**src/rtl/noc_flit_pkg.sv**
```systemverilog
// rtl/noc_flit_pkg.sv - shared flit constants, types and route FSM states
package noc_flit_pkg;

  localparam int FLIT_W       = 9;
  localparam int TAIL_BIT     = FLIT_W - 1;
  localparam int ADDR_LSB_DEF = 0;
  localparam int LEVEL_DEF    = 0;

  typedef logic [FLIT_W-1:0] flit_t;

  typedef enum logic {
    HEAD = 1'b0,
    BODY = 1'b1
  } route_state_t;

  // Tail flag of a flit; closes the current packet
  function automatic logic is_tail(flit_t f);
    return f[TAIL_BIT];
  endfunction

endpackage

```
**src/rtl/route_sel_gen_if.sv**
```systemverilog
// rtl/route_sel_gen_if.sv - flit input stream plus flit/select output token channels
interface route_sel_gen_if;
  import noc_flit_pkg::*;

  flit_t in_flit;
  logic  in_valid;
  logic  in_ready;

  flit_t out_flit;
  logic  out_valid;
  logic  out_ready;

  logic  sel;
  logic  sel_valid;
  logic  sel_ready;

  // Producer of flits / consumer of both tokens
  modport master (
    output in_flit, in_valid, out_ready, sel_ready,
    input  in_ready, out_flit, out_valid, sel, sel_valid
  );

  // The route stage itself
  modport slave (
    input  in_flit, in_valid, out_ready, sel_ready,
    output in_ready, out_flit, out_valid, sel, sel_valid
  );

endinterface

```
**src/rtl/route_sel_gen_fork2_reg.sv**
```systemverilog
// rtl/route_sel_gen_fork2_reg.sv - one-entry register forked to two independent consumers
module fork2_reg #(
  parameter int W = 10
) (
  input  logic         clk_i,
  input  logic         rst_i,
  input  logic [W-1:0] data_i,
  input  logic         valid_i,
  output logic         ready_o,
  output logic [W-1:0] data_o,
  output logic         a_valid_o,
  input  logic         a_ready_i,
  output logic         b_valid_o,
  input  logic         b_ready_i,
  output logic         retire_o
);

  logic [W-1:0] data_q;
  logic         full_q, full_d;
  logic         a_taken_q, a_taken_d;
  logic         b_taken_q, b_taken_d;
  logic         a_done, b_done, load;

  // Each side sees its token until it handshakes once; the entry leaves
  // only when both sides have taken it, in either order or together.
  always_comb begin
    a_valid_o = full_q && !a_taken_q && !rst_i;
    b_valid_o = full_q && !b_taken_q && !rst_i;
    a_done    = a_taken_q || (a_valid_o && a_ready_i);
    b_done    = b_taken_q || (b_valid_o && b_ready_i);
    retire_o  = full_q && a_done && b_done && !rst_i;
    ready_o   = !rst_i && (!full_q || retire_o);
    load      = valid_i && ready_o;
    full_d    = load || (full_q && !retire_o);
    a_taken_d = retire_o ? 1'b0 : a_done;
    b_taken_d = retire_o ? 1'b0 : b_done;
  end

  // Entry state; a new word may load in the same cycle the old one retires
  always_ff @(posedge clk_i) begin
    if (rst_i) begin
      full_q    <= 1'b0;
      a_taken_q <= 1'b0;
      b_taken_q <= 1'b0;
      data_q    <= '0;
    end else begin
      full_q    <= full_d;
      a_taken_q <= a_taken_d;
      b_taken_q <= b_taken_d;
      if (load) data_q <= data_i;
    end
  end

  assign data_o = data_q;

endmodule

```
**src/rtl/route_sel_gen.sv**
```systemverilog
// rtl/route_sel_gen.sv - packet-tracking select generator feeding a 1-to-2 leaf decoder
module route_sel_gen
  import noc_flit_pkg::*;
#(
  parameter int ADDR_LSB = ADDR_LSB_DEF,
  parameter int LEVEL    = LEVEL_DEF,
  parameter int CNT_W    = 16
) (
  input  logic             CLK,
  input  logic             RESET,
  route_sel_gen_if.slave   bus,
  output logic [CNT_W-1:0] pkt_count,
  output logic             in_pkt
);

  localparam int SEL_BIT = ADDR_LSB + LEVEL;

  route_state_t     state_q, state_d;
  logic             sel_q, sel_d;
  logic [CNT_W-1:0] cnt_q, cnt_d;
  logic             sel_tok, accept, retire;
  logic [FLIT_W:0]  ent;

  assign accept = bus.in_valid && bus.in_ready;

  // Header picks the select from its address bit; body flits reuse it
  always_comb begin
    state_d = state_q;
    sel_d   = sel_q;
    cnt_d   = cnt_q;
    sel_tok = sel_q;
    if (state_q == HEAD) sel_tok = bus.in_flit[SEL_BIT];
    if (accept) begin
      sel_d   = sel_tok;
      state_d = is_tail(bus.in_flit) ? HEAD : BODY;
    end
    if (retire && is_tail(ent[FLIT_W:1])) cnt_d = cnt_q + CNT_W'(1);
  end

  // FSM, select latch and completed-packet counter
  always_ff @(posedge CLK) begin
    if (RESET) begin
      state_q <= HEAD;
      sel_q   <= 1'b0;
      cnt_q   <= '0;
    end else begin
      state_q <= state_d;
      sel_q   <= sel_d;
      cnt_q   <= cnt_d;
    end
  end

  fork2_reg #(.W(FLIT_W + 1)) u_fork (
    .clk_i     (CLK),
    .rst_i     (RESET),
    .data_i    ({bus.in_flit, sel_tok}),
    .valid_i   (bus.in_valid),
    .ready_o   (bus.in_ready),
    .data_o    (ent),
    .a_valid_o (bus.out_valid),
    .a_ready_i (bus.out_ready),
    .b_valid_o (bus.sel_valid),
    .b_ready_i (bus.sel_ready),
    .retire_o  (retire)
  );

  assign bus.out_flit = ent[FLIT_W:1];
  assign bus.sel      = ent[0];
  assign pkt_count    = cnt_q;
  assign in_pkt       = (state_q == BODY);

endmodule

```
**src/flat_wrapper.sv**
```systemverilog
// flat-port wrapper written by rule: the top's interface ports become plain ports
module route_sel_gen_flat import noc_flit_pkg::*;
#(
  parameter int ADDR_LSB = ADDR_LSB_DEF,
  parameter int LEVEL    = LEVEL_DEF,
  parameter int CNT_W    = 16
)
  (CLK, RESET, pkt_count, in_pkt, bus_in_flit, bus_in_valid, bus_out_ready, bus_sel_ready, bus_in_ready, bus_out_flit, bus_out_valid, bus_sel, bus_sel_valid);
  route_sel_gen_if bus_i ();
  input  logic CLK;
  input  logic RESET;
  output logic [CNT_W-1:0] pkt_count;
  output logic in_pkt;
  input wire logic [$bits(bus_i.in_flit)-1:0] bus_in_flit;
  input wire logic [$bits(bus_i.in_valid)-1:0] bus_in_valid;
  input wire logic [$bits(bus_i.out_ready)-1:0] bus_out_ready;
  input wire logic [$bits(bus_i.sel_ready)-1:0] bus_sel_ready;
  output wire logic [$bits(bus_i.in_ready)-1:0] bus_in_ready;
  output wire logic [$bits(bus_i.out_flit)-1:0] bus_out_flit;
  output wire logic [$bits(bus_i.out_valid)-1:0] bus_out_valid;
  output wire logic [$bits(bus_i.sel)-1:0] bus_sel;
  output wire logic [$bits(bus_i.sel_valid)-1:0] bus_sel_valid;
  assign bus_i.in_flit = bus_in_flit;
  assign bus_i.in_valid = bus_in_valid;
  assign bus_i.out_ready = bus_out_ready;
  assign bus_i.sel_ready = bus_sel_ready;
  assign bus_in_ready = bus_i.in_ready;
  assign bus_out_flit = bus_i.out_flit;
  assign bus_out_valid = bus_i.out_valid;
  assign bus_sel = bus_i.sel;
  assign bus_sel_valid = bus_i.sel_valid;
  route_sel_gen #(.ADDR_LSB(ADDR_LSB), .LEVEL(LEVEL), .CNT_W(CNT_W)) u_core (.CLK(CLK), .RESET(RESET), .bus(bus_i), .pkt_count(pkt_count), .in_pkt(in_pkt));
endmodule
```
**config.mk**
```make
export PLATFORM = sky130hd
export DESIGN_NAME = route_sel_gen_flat
export DESIGN_NICKNAME = d
export VERILOG_FILES = /design/src/rtl/noc_flit_pkg.sv /design/src/rtl/route_sel_gen_if.sv /design/src/rtl/route_sel_gen_fork2_reg.sv /design/src/rtl/route_sel_gen.sv /design/src/flat_wrapper.sv
export SDC_FILE = /design/constraint.sdc
export NUM_CORES = 1
export LEC_CHECK = 0
export CAP_MARGIN = 10
export CORE_MARGIN = 1.5
export CORE_UTILIZATION = 40
export DETAILED_ROUTE_END_ITERATION = 10
export PLACE_DENSITY_LB_ADDON = 0.08
export SYNTH_ARGS = -nofsm -noshare
export SYNTH_HDL_FRONTEND = slang
export SYNTH_SLANG_ARGS = --single-unit
```
**constraint.sdc**
```tcl
create_clock -name CLK -period 2 [get_ports CLK]
set_clock_uncertainty 0.2 [all_clocks]
set_input_delay 0.4 -clock CLK [delete_from_list [all_inputs] [get_ports CLK]]
set_output_delay 0.4 -clock CLK [all_outputs]
set_load 0.01 [all_outputs]
```
==> results of run 1 <==
-- state kept, by name (all words and copies together) (netlist names) --
register,cells
u_core.in_pkt,1
u_core.pkt_count,16
u_core.u_fork.a_taken_q,1
u_core.u_fork.b_taken_q,1
u_core.u_fork.data_o,10
u_core.u_fork.full_q,1
-- timing repair --
| item | CTS | global route |
|---|---|---|
| pin swaps | 1 | 0 |
| hold endpoints to repair | 0 | 0 |
| cloned | 0 | 0 |
| endpoints found under the setup margin | 10 | 2 |
| gates resized for setup | 13 | 2 |
-- worst min-delay path, delay by kind of cell, from the launching register on --
family | cells | cell delay (ns)
AO/OA/AOI/OAI | 1 | 0.06
flip-flops | 1 | 0.32
AND/OR/NAND/NOR | 1 | 0.06
-- where the power goes --
group / internal (mW) / total [mW] / switching [mW]
Clock: 0.132 / 0.327 / 0.195
Combinational: 0.0854 / 0.148 / 0.0626
Sequential: 0.617 / 0.629 / 0.0127
-- per-layer routing --
| layer | GRT usage | share of wire |
|---|---|---|
| met1 | 0.226 | 0.48 |
| met2 | 0.300 | 0.45 |
| met3 | 0.0584 | 0.059 |
| met4 | 0.0730 | 0.016 |
| met5 | 0 | 0 |
-- how the worst min path moves through the flow --
stage                                        from                       to  slack, ns  cells after the start
after floorplan           u_core.u_fork.data_o[5]  u_core.u_fork.data_o[5]       0.29                      2
after global placement    u_core.u_fork.data_o[7]  u_core.u_fork.data_o[7]       0.26                      2
after detailed placement  u_core.u_fork.data_o[7]  u_core.u_fork.data_o[7]       0.27                      2
after CTS                 u_core.u_fork.data_o[7]  u_core.u_fork.data_o[7]       0.28                      2
after global routing      u_core.u_fork.data_o[5]  u_core.u_fork.data_o[5]       0.31                      2
final                     u_core.u_fork.data_o[7]  u_core.u_fork.data_o[7]       0.28                      2
-- area by class of cell --
| class | instances | area (um2) |
|---|---|---|
| timing repair buffer | 61 | 566 |
| tap | 44 | 55.1 |
| fill | 269 | 1120 |
| multi-input combinational | 114 | 678 |
| clock buffer | 7 | 45.0 |
| sequential | 30 | 603 |
| inverter | 2 | 7.51 |
-- cells by family (layout without fill, tap and decap cells) --
| group | after synthesis | count (layout) | synth area share |
|---|---|---|---|
| AOI/OAI and AO/OA | 30 | 30 | 0.132 |
| muxes | 7 | 7 | 0.0562 |
| and+or+nand+nor | 70 | 70 | 0.275 |
| xor gates and xnor gates | 6 | 6 | 0.0400 |
| DFF | 30 | 30 | 0.457 |
| adders and majority gates | 1 | 1 | 0.00952 |
| buffers and inverters | 10 | 70 | 0.0295 |
-- layout by cell type, fill, tap and decap left out, types with 2 or more instances in the layout --
master and instances:
a21oi_1 12, a31o_2 2, buf_4 18, clkbuf_1 2, clkbuf_4 5, clkdlybuf4s15_2 3, clkdlybuf4s50_1 37, dfxtp_1 28
dfxtp_2 2, dlygate4sd2_1 3, inv_1 2, mux2_2 3, mux2i_1 4, nand2_1 13, nand2b_1 14, nand3_1 3
nand4_1 3, nor2_1 18, nor2b_1 3, nor3_1 5, nor4_1 2, o21a_1 2, o21ai_0 12, or3_1 4
xnor2_1 6
-- per-stage QoR --
stage | hold WS (ns) | area, um2 | cells | util
6_report | 0.278 | 1950 | 258 | 0.635
5_1_grt | 0.311 | 1950 | 258 | 0.635
3_5_place_dp | 0.272 | 1900 | 251 | 0.618
3_3_place_gp | 0.260 | 1900 | 251 | 0.618
2_1_floorplan | 0.293 | 1310 | 154 | -
4_1_cts | 0.284 | 1950 | 258 | 0.634
==> impl_metrics.csv, run 1 <==
group,metric,value,unit
route,dr.pass1.iters,6,
grt,grt_util_all_layers,0.184,
worst_setup_path,ff2ff_setup_slack,0.11,ns
grt,gr-total-overflow,0,
timing,drv_slew,0,
floorplanning,chipHeight,60.3,um
grt,grt_pass1_vias,1164,
finish,fin_nets,229,
floorplanning,rows,20,
clock_network,tritoncts,"done",
worst_hold_path,min_path_type,"flip-flop to flip-flop",
route,detail-route-antenna-nets,0,
grt,grt_max_degree,22,
route,drtIter0Drc,50,
pwr,cellLeakagePower,0.710,nW
place,place_ws,-0.463,ns
finish,n_antenna_cell,0,
worst_setup_path,crit_end,"pkt_count[2]",
worst_setup_path,cp.depth,2,
worst_setup_path,r2r_cells,5,
route,drc,0,
yosys,synth_fp_nets,169,
route,vias_per_cell,4.96,
worst_setup_path,crit_chain,"buf_4, clkdlybuf4s50_1",
place,hpwlAfterDp,2200,um
yosys,yosys_warnings,0,
finish,area_delta_synth_final,48.8,%
worst_setup_path,worst-path-max-fanout,2,
clock_network,clk_latency,0.33,ns
worst_setup_path,cp-start-kind,"flip-flop",
yosys,avgSynthCellArea,8.53,um2
grt,grt_pass1_wl,5000,um
yosys,yosys.cell_count.top_type,"dfxtp_1",
yosys,dominantRegCellSynth,"dfxtp_1",
floorplanning,die_area,3640,um2
worst_setup_path,cp-end-kind,"output port",
run,maxCapViolations,0,
worst_setup_path,r2r-end,"u_core.pkt_count[14]",
grt,antenna_found_initial,0,
timing,finalHoldViolations,0,
floorplanning,initial_utilization,0.427,
yosys,netlist.area_leader.share,0.457,
clock_network,cts_sinks,30,
clock_network,clk_pin_slew_worst_paths,0.09,ns
timing,setup_ws,0.0596,ns
timing,setup_violations,0,
clock_network,cts_setup_buffers,0,
yosys,netlist_area,1310,um2
yosys,ys_types,29,
yosys,async_reset_ff_frac,0,
timing,max-slew-margin-rel,0.769,
route,avgRoutedWirePerCell,11.5,um
worst_setup_path,setup.worst_path.start,"u_core.pkt_count[2]",
worst_setup_path,max_stage_delay,0.52,ns
clock_network,cts_buffer_depth,2,
timing,tns,0,ns
pwr,power_density,565,nW/um2
worst_setup_path,crit_type,"flip-flop to output port",
floorplanning,core_region_area,3080,um2
worst_setup_path,arrival,1.34,ns
timing,tightest_slew,0.343,ns
timing,finalCritPeriodShare,0.970,
yosys,synth-edff-count,0,
pwr,vdd_drop_max,0.330,mV
route,wirelength,2960,um
place,gp_congestion,0.786,
worst_setup_path,cpLargestDelayFamily,"buffers and inverters",
status,status,"finished clean",
yosys,ys_ff_latch,30,
worst_setup_path,slowest_stage,"clkdlybuf4s50_1",
clock_network,htree_levels,2,
route,via_count,1280,
timing,period_minus_slack,1.94,ns
timing,fmax,515,MHz
finish,final_layout_size_suffix_gt1_frac,0.168,
yosys,netlist_instances,154,
worst_setup_path,worstPathRequired,1.40,ns
clock_network,cts_made_buffers,5,
yosys,synth_area_leader_cell,"dfxtp_1",
yosys,seq_area_frac_synth,0.457,
pwr,power,1.10,mW
yosys,synth_common_cells,"dfxtp_1, nor2_1, nand2b_1, nand2_1",
clock_network,ctsHoldBuffers,0,
clock_network,clock-root-buffer,"clkbuf_4",
floorplanning,die_w,60.3,um
worst_setup_path,rr_startpoint,"u_core.pkt_count[1]",
floorplanning,io_pins,44,
yosys,synthTopCellsByArea,"dfxtp_1, nand2b_1, nor2_1, a21oi_1, o21ai_0",
timing,rsz0062_at_grt,"false",
place,io_buffers,43,
worst_setup_path,crit_buf_inv,2,
Power figures use the tool's default switching activity.
==> run 2: changes to the inputs <==
Settings changed: CELL_PAD_IN_SITES_DETAIL_PLACEMENT from default to 1, CELL_PAD_IN_SITES_GLOBAL_PLACEMENT from default to 1, CORE_UTILIZATION 40 to 29.
==> run 2 against run 1 <==
- sequential share of layout area down 1.3 points
- sequential cell count unchanged
- combinational power up 3%
==> impl_metrics.csv, run 2 (synthesis results as in run 1) <==
group,metric,value,unit
timing,holdWs,0.271,ns
worst_setup_path,cp-start-kind,"input pin",
worst_setup_path,arrival,1.95,ns
timing,rsz0062_at_grt,"false",
worst_hold_path,min_path_type,"flip-flop to flip-flop",
timing,finalCritPeriodShare,0.966,
route,detail-route-antenna-nets,0,
worst_setup_path,slowest_stage,"or4_4",
pwr,vdd_drop_max,0.428,mV
pwr,cellLeakagePower,0.748,nW
floorplanning,rows,24,
finish,final_cell_area,2030,um2
floorplanning,chipHeight,70.3,um
route,dr.pass1.iters,4,
clock_network,cts_buffer_depth,2,
clock_network,clk_pin_slew_worst_paths,0.06,ns
worst_setup_path,rr_startpoint,"u_core.pkt_count[0]",
clock_network,cts_made_buffers,5,
worst_hold_path,hp-start,"u_core.u_fork.data_o[6]",
floorplanning,initial_utilization,0.302,
floorplanning,die_area,4940,um2
finish,final_common_cell,"clkdlybuf4s50_1",
grt,grt_pass1_vias,1329,
place,io_buffers,43,
floorplanning,io_pins,44,
route,drc,0,
worst_setup_path,worst-path-max-fanout,8,
place,place_area,1920,um2
grt,grt_max_degree,22,
timing,setup_violations,0,
clock_network,htree_levels,2,
route,drtIter0Drc,76,
finish,fin_util,0.467,
route,wirelength,3560,um
timing,fmax,517,MHz
finish,fin_nets,231,
run,maxCapViolations,0,
grt,grt_util_all_layers,0.154,
grt,grt_pass1_wl,5970,um
worst_hold_path,min_delay_path_depth,2,
pwr,power_density,630,nW/um2
route,via_count,1290,
finish,area_delta_synth_final,54.9,%
status,status,"finished clean",
finish,layout.area.seq,601,um2
grt,antenna_found_initial,0,
floorplanning,core_region_area,4350,um2
place,hpwlAfterDp,2700,um
route,vias_per_cell,4.80,
clock_network,cts_sinks,30,
finish,fillers,511,
worst_setup_path,max_stage_delay,0.60,ns
finish,final_layout_size_suffix_gt1_frac,0.180,
worst_setup_path,worstPathRequired,2.02,ns
floorplanning,die_w,70.3,um
finish,largest_reg_flops,16,
timing,setup_ws,0.0673,ns
timing,tightest_slew,0.352,ns
finish,final_cell_mix,"clkdlybuf4s50_1, dfxtp_1, buf_4",
timing,max-slew-margin-rel,0.763,
worst_setup_path,crit_type,"input pin to flip-flop",
worst_setup_path,ff2ff_setup_slack,0.11,ns
clock_network,tritoncts,"done",
place,gp_congestion,0.686,
clock_network,clock-root-buffer,"clkbuf_8",
clock_network,clk_latency,0.28,ns
timing,period_minus_slack,1.93,ns
finish,multi_input_area,692,um2
route,avgRoutedWirePerCell,13.2,um
worst_setup_path,r2r_cells,5,
place,place_ws,-0.500,ns
worst_hold_path,min_to,"u_core.u_fork.data_o[6]",
timing,tns,0,ns
timing,drv_slew,0,
worst_setup_path,crit_chain,"dlygate4sd2_1, nand3b_1, or4_4, or3_1, a21oi_2",
timing,finalHoldViolations,0,
worst_setup_path,r2r-end,"u_core.pkt_count[12]",
finish,n_antenna_cell,0,
worst_setup_path,cp-end-kind,"flip-flop",
grt,gr-total-overflow,0,
[run 2: routing by layer]
metal	vias up	wire length, um	track usage
met2	30	1730	0.264
met3	6	191	0.0491
li1	657	-	-
met1	597	1570	0.174
met4	0	65	0.0641
met5	-	0	0
[run 2: final cells by class]
type,instances,share of cell area
clock buffer,7,0.0424
clock inverter,1,0.00246
inverter,2,0.00369
multi-input combinational,114,0.340
sequential,30,0.295
tap,52,0.0320
timing repair buffer,63,0.284
[run 2: worst max-delay path by stage]
stage | to | start | cells after the start | slack (ns)
2_1_floorplan | u_core.pkt_count[14] | u_core.pkt_count[0] | 6 | 0.04
3_3_place_gp | u_core.pkt_count[14] | bus_out_ready | 5 | -0.44
3_5_place_dp | u_core.pkt_count[12] | bus_sel_ready | 5 | -0.50
4_1_cts | u_core.pkt_count[12] | RESET | 5 | 0.08
5_1_grt | u_core.pkt_count[14] | RESET | 5 | 0.01
6_report | u_core.pkt_count[12] | RESET | 5 | 0.07
[run 2: worst max-delay path, delay by kind of cell]
kind                   cells  cell delay [ns]
buffers and inverters      1             0.27
AND/OR/NAND/NOR            3             1.15
AO/OA/AOI/OAI              1             0.14
[run 2: per-stage QoR]
stage / instances / total power, mW
2_1_floorplan: 154 / 0.703
3_3_place_gp: 260 / 0.796
3_5_place_dp: 260 / 0.801
4_1_cts: 269 / 1.31
5_1_grt: 269 / 1.34
6_report: 269 / 1.28
[run 2: power by group]
part	internal (mW)	switching, mW	total (mW)
sequential	0.617	0.0129	0.630
combinational	0.0881	0.0652	0.153
clock	0.277	0.221	0.498
total	0.982	0.299	1.28
[run 2: timing repair]
action | in CTS | in global routing
endpoints found under the setup margin | 10 | 2
pin swaps | 1 | 1
hold buffers | 0 | 0
gates cloned | 0 | 0
gates resized for setup | 12 | 2
buffers inserted | 1 | 0
